===== config.mk =====
export PLATFORM = sky130hd
export DESIGN_NAME = spi_subunit_sync
export DESIGN_NICKNAME = d
export VERILOG_FILES = /design/src/rtl/spi_subunit_sync.sv
export SDC_FILE = /design/constraint.sdc
export NUM_CORES = 1
export LEC_CHECK = 0
export CAP_MARGIN = 20
export CORE_UTILIZATION = 25
export CTS_CLUSTER_DIAMETER = 30
export CTS_CLUSTER_SIZE = 30
export DETAILED_ROUTE_END_ITERATION = 10
export SLEW_MARGIN = 0
export SYNTH_ARGS = -nofsm -noshare
export SYNTH_HDL_FRONTEND = slang
export SYNTH_SLANG_ARGS = --single-unit

===== constraint.sdc =====
create_clock -name clk -period 2 [get_ports clk]
set_clock_uncertainty 0.05 [all_clocks]
set_input_delay 0.4 -clock clk [delete_from_list [all_inputs] [get_ports clk]]
set_output_delay 0.4 -clock clk [all_outputs]
set_load 0.02 [all_outputs]

===== src/rtl/spi_subunit_sync.sv =====
// SPI peripheral-side subunit. sclk/cs/mosi are oversampled in the clk domain,
// all four CPOL/CPHA modes, valid/ready transmit holding register and a
// single-cycle receive strobe. Back-to-back words within one cs are supported.
module spi_subunit_sync #(
  parameter int DATA_WIDTH  = 8,
  parameter int CPOL        = 0,
  parameter int CPHA        = 0,
  parameter int SYNC_STAGES = 2
) (
  input  logic                  clk,
  input  logic                  rst,
  input  logic                  sclk,
  input  logic                  cs,
  input  logic                  mosi,
  output logic                  miso,
  output logic                  miso_oe,
  input  logic [DATA_WIDTH-1:0] tx_data,
  input  logic                  tx_valid,
  output logic                  tx_ready,
  output logic [DATA_WIDTH-1:0] rx_data,
  output logic                  rx_valid,
  output logic                  busy,
  output logic                  tx_underrun
);

  localparam int   CW     = $clog2(DATA_WIDTH + 1);
  localparam logic L_IDLE = logic'(CPOL != 0);
  localparam logic L_CPHA = logic'(CPHA != 0);

  typedef enum logic {ST_IDLE, ST_ACTIVE} state_t;

  state_t                  r_state;
  state_t                  w_state_nxt;
  logic [SYNC_STAGES-1:0]  r_sclk_sync;
  logic [SYNC_STAGES-1:0]  r_cs_sync;
  logic [SYNC_STAGES-1:0]  r_mosi_sync;
  logic                    r_sclk_prev;
  logic                    r_cs_prev;
  logic [CW-1:0]           r_count;
  logic [DATA_WIDTH-1:0]   r_rx_shift;
  logic [DATA_WIDTH-1:0]   r_tx_shift;
  logic [DATA_WIDTH-1:0]   r_rx_data;
  logic                    r_rx_valid;
  logic                    r_tx_underrun;
  logic                    r_word_done;
  logic [DATA_WIDTH-1:0]   r_hold;
  logic                    r_hold_full;

  logic w_sclk_s, w_cs_s, w_mosi_s;
  logic w_sclk_rise, w_sclk_fall, w_lead, w_trail, w_sample, w_drive;
  logic w_cs_fall, w_cs_rise;
  logic w_start, w_stop, w_sample_en, w_shift, w_load, w_accept;

  assign w_sclk_s    = r_sclk_sync[SYNC_STAGES-1];
  assign w_cs_s      = r_cs_sync[SYNC_STAGES-1];
  assign w_mosi_s    = r_mosi_sync[SYNC_STAGES-1];
  assign w_sclk_rise = w_sclk_s & ~r_sclk_prev;
  assign w_sclk_fall = ~w_sclk_s & r_sclk_prev;
  assign w_lead      = L_IDLE ? w_sclk_fall : w_sclk_rise;
  assign w_trail     = L_IDLE ? w_sclk_rise : w_sclk_fall;
  assign w_sample    = L_CPHA ? w_trail : w_lead;
  assign w_drive     = L_CPHA ? w_lead : w_trail;
  assign w_cs_fall   = r_cs_prev & ~w_cs_s;
  assign w_cs_rise   = ~r_cs_prev & w_cs_s;
  assign w_accept    = tx_valid & ~r_hold_full;

  // Input synchronizers plus one extra sample of sclk/cs for edge detection
  always_ff @(posedge clk or posedge rst) begin
    if (rst) begin
      r_sclk_sync <= {SYNC_STAGES{L_IDLE}};
      r_cs_sync   <= {SYNC_STAGES{1'b1}};
      r_mosi_sync <= '0;
      r_sclk_prev <= L_IDLE;
      r_cs_prev   <= 1'b1;
    end else begin
      r_sclk_sync <= {r_sclk_sync[SYNC_STAGES-2:0], sclk};
      r_cs_sync   <= {r_cs_sync[SYNC_STAGES-2:0], cs};
      r_mosi_sync <= {r_mosi_sync[SYNC_STAGES-2:0], mosi};
      r_sclk_prev <= w_sclk_s;
      r_cs_prev   <= w_cs_s;
    end
  end

  // FSM state register
  always_ff @(posedge clk or posedge rst) begin
    if (rst) r_state <= ST_IDLE;
    else     r_state <= w_state_nxt;
  end

  // Next state and per-cycle actions; a cs edge always takes priority over sclk
  always_comb begin
    w_state_nxt = r_state;
    w_start     = 1'b0;
    w_stop      = 1'b0;
    w_sample_en = 1'b0;
    w_shift     = 1'b0;
    w_load      = 1'b0;
    case (r_state)
      ST_IDLE: begin
        if (w_cs_fall) begin
          w_state_nxt = ST_ACTIVE;
          w_start     = 1'b1;
          w_load      = ~L_CPHA;
        end
      end
      ST_ACTIVE: begin
        if (w_cs_rise) begin
          w_state_nxt = ST_IDLE;
          w_stop      = 1'b1;
        end else if (w_sample) begin
          w_sample_en = 1'b1;
        end else if (w_drive) begin
          if (r_count == '0 && (L_CPHA || r_word_done)) w_load  = 1'b1;
          else                                          w_shift = 1'b1;
        end
      end
      default: w_state_nxt = ST_IDLE;
    endcase
  end

  // Holding register, shift registers, bit counter and receive/underrun strobes
  always_ff @(posedge clk or posedge rst) begin
    if (rst) begin
      r_count       <= '0;
      r_rx_shift    <= '0;
      r_tx_shift    <= '0;
      r_rx_data     <= '0;
      r_rx_valid    <= 1'b0;
      r_tx_underrun <= 1'b0;
      r_word_done   <= 1'b0;
      r_hold        <= '0;
      r_hold_full   <= 1'b0;
    end else begin
      r_rx_valid    <= 1'b0;
      r_tx_underrun <= 1'b0;
      if (w_load) begin
        r_tx_shift    <= r_hold_full ? r_hold : '0;
        r_tx_underrun <= ~r_hold_full;
        r_hold_full   <= 1'b0;
      end
      if (w_accept) begin
        r_hold      <= tx_data;
        r_hold_full <= 1'b1;
      end
      if (w_shift) r_tx_shift <= {r_tx_shift[DATA_WIDTH-2:0], 1'b0};
      if (w_start) begin
        r_count     <= '0;
        r_word_done <= 1'b0;
        r_rx_shift  <= '0;
      end
      if (w_stop) begin
        r_count    <= '0;
        r_rx_shift <= '0;
        r_tx_shift <= '0;
      end
      if (w_sample_en) begin
        r_rx_shift <= {r_rx_shift[DATA_WIDTH-2:0], w_mosi_s};
        if (r_count == CW'(DATA_WIDTH - 1)) begin
          r_rx_data   <= {r_rx_shift[DATA_WIDTH-2:0], w_mosi_s};
          r_rx_valid  <= 1'b1;
          r_count     <= '0;
          r_word_done <= 1'b1;
        end else begin
          r_count <= r_count + CW'(1);
        end
      end
    end
  end

  assign busy        = (r_state == ST_ACTIVE);
  assign miso_oe     = busy;
  assign miso        = busy & r_tx_shift[DATA_WIDTH-1];
  assign tx_ready    = ~r_hold_full;
  assign rx_data     = r_rx_data;
  assign rx_valid    = r_rx_valid;
  assign tx_underrun = r_tx_underrun;

endmodule


==> reports/qor.txt, run 1 <==
met3 capacity usage during global routing: 0.0251
TNS Setup: 0 ns
most common cell in the netlist: dfrtp_1
per-cell routed wire length: 12.4 µm
number of gates resized after cts: 0
buffer cell driving the clock tree root: clkbuf_8
Core Box Area: 0.00773 mm²
post-synthesis adder-cell area fraction: 0.0125
worst reg2reg path depth: 4
data required time of the critical path: 1.55 ns
time the worst path needs with I/O delays and setup: 1.89 ns
count of state elements after synthesis: 48
fraction of power spent switching nets: 0.294
clock buffer count from CTS: 5
fraction of power consumed by the clock network: 0.253
total of endpoints with negative setup slack in the final report: 0
gate count after technology mapping: 156
portion of netlist area occupied by mux cells: 0.0903
Worst-path clk slew: 0.09 ns
class of the most critical setup path: reg -> out
reg-to-reg endpoint: r_tx_shift[1]
number of top-level design ports: 28
endpoint class of the critical path: output pin
total count of max-transition violations in the final report: 0
maximum clock path buffer count: 2
post-synthesis xor/xnor area fraction: 0
post-route DRC violation count: 0
top cell type by total area after synthesis: dfrtp_1
Detailed Routing Iterations Pass 1: 4
combinational family with the most area after synthesis: compound AO/OA/AOI/OAI gates
antenna violations before repair: 0
GRT Total Usage: 0.0954
largest net degree at the start of global routing: 49
number of levels in the clock H-tree: 2
launching element type of the critical path: flip-flop
Max IR drop VDD: 0.000289 V
routed via count divided by cell count: 4.44
largest cells by area after synthesis: dfrtp_1, mux2_2, dfstp_2, a22o_1, a221o_1
yosys synthesis warning count: 0
highest achievable clock rate: 0.530 GHz
Clk Latency, worst-skew pair: 0.30 ns
Hold Worst Slack: 0.305 ns
vertical extent of the die: 91.3 µm
wire length of the first global-routing pass: 6210 µm
top cell type's share of synthesized area: 0.564
capture endpoint of the worst hold path: r_sclk_sync[1]
Layout Nets: 205
total power density per cell area: 934 mW/mm²
post-route antenna net violation count: 0
Initial DRC Count: 82
number of maximum-capacitance constraint violations: 0
critical path arrival: 1.44 ns
startpoint of the worst-slack reg-to-reg timing path: r_cs_prev
Worst Hold Class: reg -> reg
r2r setup slk: 0.31 ns
instance count after placement with tap cells included: 284
clock tree from TritonCTS: done
hold path cells: 0
synthesized area divided by synthesized cell count: 12.8 µm²
number of non-filler instances in the completed layout: 292
Simple-Gate Fraction of Synth Area: 0.116
number of enable-type register cells in the synthesized netlist: 0
logic gate share of total power: 0.204
Fillers: 770
status: complete, no violations
area growth from synthesis to final layout: 25.3%
launch instance of the worst min-delay path: r_sclk_sync[0]
most used standard cells in the synthesized netlist: dfrtp_1, mux2_2, nand2_1
Synth Net Count: 172
Total Wirelength: 3630 µm
Final Hold Violating Endpoints: 0
Port Buffer Count: 27
worst max-slew margin expressed relative to the limit: 0.587
internal power summed over all cells: 1650 µW
portion of total power attributed to sequential cells: 0.543
synthesized area: 0.00200 mm²
standard-cell row count: 32
via count of the first global-routing pass: 1236
number of buffers inserted to repair setup after CTS: 0
Least-Margin Pin Slew: 0.618 ns
detailed-placement wirelength estimate: 2480 µm
chip width: 91.3 µm
share of the clock period used by the worst path: 0.943
Total Die Area: 0.00834 mm²
GR Layer Usage met2: 0.133
fraction of final layout cells sized beyond drive strength 1: 0.226
synthesized-area fraction occupied by ao, oa, aoi and oai cells: 0.135
number of clock sinks: 48
Leakage: 0.00112 µW
total via count in the routed design: 1297
number of diodes added for antenna fixing: 0
Post-synth top flop: dfrtp_1
net switching component of the power: 687 µW
placer congestion estimate: 0.733
CP Max Fanout: 4
GRT busiest layer: met1
portion of the post-synthesis area used by sequential elements: 0.604
total overflow reported by the global router: 0
global-route met1 utilization: 0.137
fraction of registers with async set/reset: 1.00
Cell variety after synth: 35
effective utilization at floorplan: 0.258
RSZ-0062 raised after global routing: false
post-cts hold buffer count: 0
==> per-layer routing <==
| layer | vias up | part of all wire |
|---|---|---|
| met5 | - | 0 |
| met4 | 0 | 0.017 |
| met3 | 5 | 0.029 |
| met2 | 25 | 0.43 |
| met1 | 642 | 0.52 |
| li1 | 625 | - |
==> per-stage QoR <==
step | power [µW] | instance area [µm²] | setup slack, ns | util
3_3_place_gp | 1760 | 2410 | 0.330 | 0.312
2_1_floorplan | 1590 | 2000 | 0.410 | -
3_5_place_dp | 1770 | 2410 | 0.308 | 0.312
6_report | 2330 | 2500 | 0.115 | 0.324
5_1_grt | 2480 | 2500 | 0.0258 | 0.324
4_1_cts | 2360 | 2500 | 0.0864 | 0.324
==> registers in the layout (all words and copies together), names as in the netlist <==
name,count
rx_valid,1
r_sclk_sync,2
r_tx_shift,8
r_cs_prev,1
rx_data,8
tx_underrun,1
r_word_done,1
r_hold,8
r_sclk_prev,1
r_count,4
r_mosi_sync,2
busy,1
r_rx_shift,7
r_cs_sync,2
r_hold_full,1
==> cell families (layout without fill, tap and decap cells) <==
kind of cell,Yosys count,in the layout
mux,16,16
fa+ha+maj,2,2
compound gates,36,36
buf+inv,17,51
simple gates,37,37
flops,48,48
==> layout by cell type (no fill, tap or decap), types with 2 or more instances in the layout <==
cell             synthesis  layout
o21ai_0                  4       4
inv_1                    9       8
clkinvlp_4               0       2
nor2_1                   4       4
a22o_1                   9       9
clkbuf_8                 0       5
dfstp_2                  3       3
mux2_2                  16      16
a21o_1                   2       2
nor2b_1                  2       2
nand2_1                 11      11
nand3_1                  8       8
a221o_1                  7       7
dfrtp_1                 45      45
buf_4                    1       6
a21oi_1                  9       9
clkdlybuf4s50_1          0      27
ha_1                     2       2
==> critical path, cell delays in order (launching register included) <==
cell             delay, ns
dfrtp_1               0.40
and2_1                0.14
clkdlybuf4s50_1       0.59
==> worst max path at each step <==
stage	cells past startpoint	start	endpoint
CTS	2	busy	miso
detailed placement	4	r_cs_prev	r_tx_shift[2]
finish	2	busy	miso
global route	2	busy	miso
global placement	5	r_count[0]	r_hold_full
floorplan	1	rst	busy
==> area by class of cell <==
class                           count  area (µm²)  area share
Clock buffer                        5        68.8      0.0275
Clock inverter                      3        23.8     0.00951
Inverter                            9        33.8      0.0135
Multi-Input combinational cell     91         706       0.282
Sequential cell                    48        1200       0.482
Tap cell                          102         128      0.0511
Timing Repair Buffer               34         335       0.134
==> power groups by stage <==
| stage | registers, µW | logic [µW] | clock network (µW) |
|---|---|---|---|
| after floorplan | 1250 | 335 | 0 |
| after global placement | 1280 | 476 | 0 |
| after detailed placement | 1280 | 484 | 0 |
| after CTS | 1270 | 482 | 611 |
| after global routing | 1290 | 535 | 653 |
| final | 1270 | 475 | 590 |
Power figures use the tool's default switching activity.
==> inputs of run 2 (changes only) <==
- HOLD_SLACK_MARGIN: unset -> 0.03
==> results of run 2 <==
Same layout as run 1: the final DEF is identical, and so are final timing and power.
==> inputs of run 3 (changes only) <==
- CORE_UTILIZATION: 25 -> 53
- PLACE_DENSITY: unset -> 0.78
==> run 3 against run 2 <==
Global-route usage grew 11 points. Sequential share of layout area grew 1.8 points. Worst setup slack lost 0.0093 ns. Register-to-register slack lost 0.07 ns. First-iteration DRC count shrank 6.1%. Count of clock-buffer cells in the layout grew 1. Utilization grew 37 points. Critical path depth is the same. Flip-flop and latch count is the same. Critical path type unchanged. Largest power group unchanged.
==> reports/qor.txt, run 3 (synthesis results as in run 1) <==
Detailed Routing Iterations Pass 1: 5
post-route antenna net violation count: 0
number of buffers inserted to repair setup after CTS: 0
Leakage: 0.00110 µW
CP Max Fanout: 5
TNS Setup: 0 ns
largest net degree at the start of global routing: 49
maximum clock path buffer count: 2
share of the clock period used by the worst path: 0.947
vertical extent of the die: 63.4 µm
Worst Hold Class: reg -> reg
clock buffer count from CTS: 5
capture endpoint of the worst hold path: r_cs_sync[1]
Initial DRC Count: 77
placement-stage worst setup slack: 0.115 ns
fraction of final layout cells sized beyond drive strength 1: 0.213
GRT Total Usage: 0.205
Final Hold Violating Endpoints: 0
buffer cell driving the clock tree root: clkbuf_8
chip width: 63.4 µm
commonest cells after routing, fill and taps aside: dfrtp_1, clkdlybuf4s50_1, mux2_2
critical path arrival: 1.44 ns
Layout Nets: 203
total power density per cell area: 958 mW/mm²
hold path cells: 0
total overflow reported by the global router: 0
number of diodes added for antenna fixing: 0
worst max-slew margin expressed relative to the limit: 0.604
antenna violations before repair: 0
r2r setup slk: 0.24 ns
startpoint of the worst-slack reg-to-reg timing path: r_count[0]
post-cts hold buffer count: 0
highest achievable clock rate: 0.528 GHz
data required time of the critical path: 1.55 ns
Final Total Pwr: 2310 µW
detailed-placement wirelength estimate: 2570 µm
Fillers: 250
post-route DRC violation count: 0
number of gates resized after cts: 0
total of endpoints with negative setup slack in the final report: 0
number of top-level design ports: 28
Least-Margin Pin Slew: 0.594 ns
Total Wirelength: 3660 µm
class of the most critical setup path: reg -> out
clock tree from TritonCTS: done
number of clock sinks: 48
worst reg2reg path depth: 6
number of levels in the clock H-tree: 2
worst path setup slack after routing: 0.105 ns
standard-cell row count: 21
total count of max-transition violations in the final report: 0
per-cell routed wire length: 15.6 µm
effective utilization at floorplan: 0.575
Worst-path clk slew: 0.08 ns
status: complete, no violations
Clk Latency, worst-skew pair: 0.30 ns
Total Die Area: 0.00401 mm²
launch instance of the worst min-delay path: r_cs_sync[0]
placer congestion estimate: 0.797
wire length of the first global-routing pass: 6270 µm
area growth from synthesis to final layout: 20.8%
time the worst path needs with I/O delays and setup: 1.89 ns
total via count in the routed design: 1362
Core Box Area: 0.00347 mm²
endpoint class of the critical path: output pin
Max IR drop VDD: 0.000800 V
RSZ-0062 raised after global routing: false
reg-to-reg endpoint: r_tx_shift[6]
number of maximum-capacitance constraint violations: 0
Port Buffer Count: 27
via count of the first global-routing pass: 1342
leading cell type in the layout, fill and taps excluded: dfrtp_1
routed via count divided by cell count: 5.82
launching element type of the critical path: flip-flop
## run 3: cell types whose count changed in the layout (fill, tap and decap cells not counted)
cell / change
clkinvlp_4: -1
clkinv_4: -1
a21oi_2: +1
clkbuf_1: +1
clkinv_1: +1
clkinv_2: +1
inv_2: -1
buf_4: -2
a21oi_1: -1
## run 3: final cells by class
cell class	count	area [µm²]	area share
Sequential cell	48	1200	0.500
Multi-Input combinational cell	91	709	0.294
Timing Repair Buffer	32	320	0.133
Clock buffer	6	72.6	0.0301
Tap cell	46	57.6	0.0239
Inverter	9	33.8	0.0140
Clock inverter	2	12.5	0.00519
## run 3: how the worst max path moves through the flow
stage               from         end  slack [ns]  cells past startpoint
6_report            busy        miso        0.11                      2
5_1_grt             busy        miso        0.03                      2
4_1_cts             busy        miso        0.08                      2
3_5_place_dp   r_cs_prev  r_count[2]        0.12                      4
3_3_place_gp   r_cs_prev  r_count[2]        0.22                      4
2_1_floorplan        rst        busy        0.41                      1
## run 3: metrics by stage
stage | cell area [µm²] | util | hold WS [ns] | std cells
CTS | 2410 | 0.694 | 0.310 | 234
finish | 2410 | 0.695 | 0.310 | 234
global route | 2410 | 0.695 | 0.320 | 234
global placement | 2320 | 0.670 | 0.286 | 226
detailed placement | 2320 | 0.670 | 0.297 | 226
floorplan | 2000 | - | 0.281 | 156
## run 3: metal layers
metal  GRT usage  share of wire  up-vias
li1            -              -      623
met1       0.289           0.47      673
met4      0.0653          0.014        0
met2       0.306           0.46       58
met5           0              0        -
met3      0.0598          0.061        8
## run 3: report_power, final
part / internal (µW) / leakage, µW / switching [µW]
Sequential: 1140 / 0.000618 / 144
Clock: 244 / 0.0000412 / 305
Combinational: 256 / 0.000445 / 219
## run 3: critical path, stage by stage (launching register included)
cell and delay, ns:
dfrtp_1 0.42, and2_1 0.14, clkdlybuf4s50_1 0.59
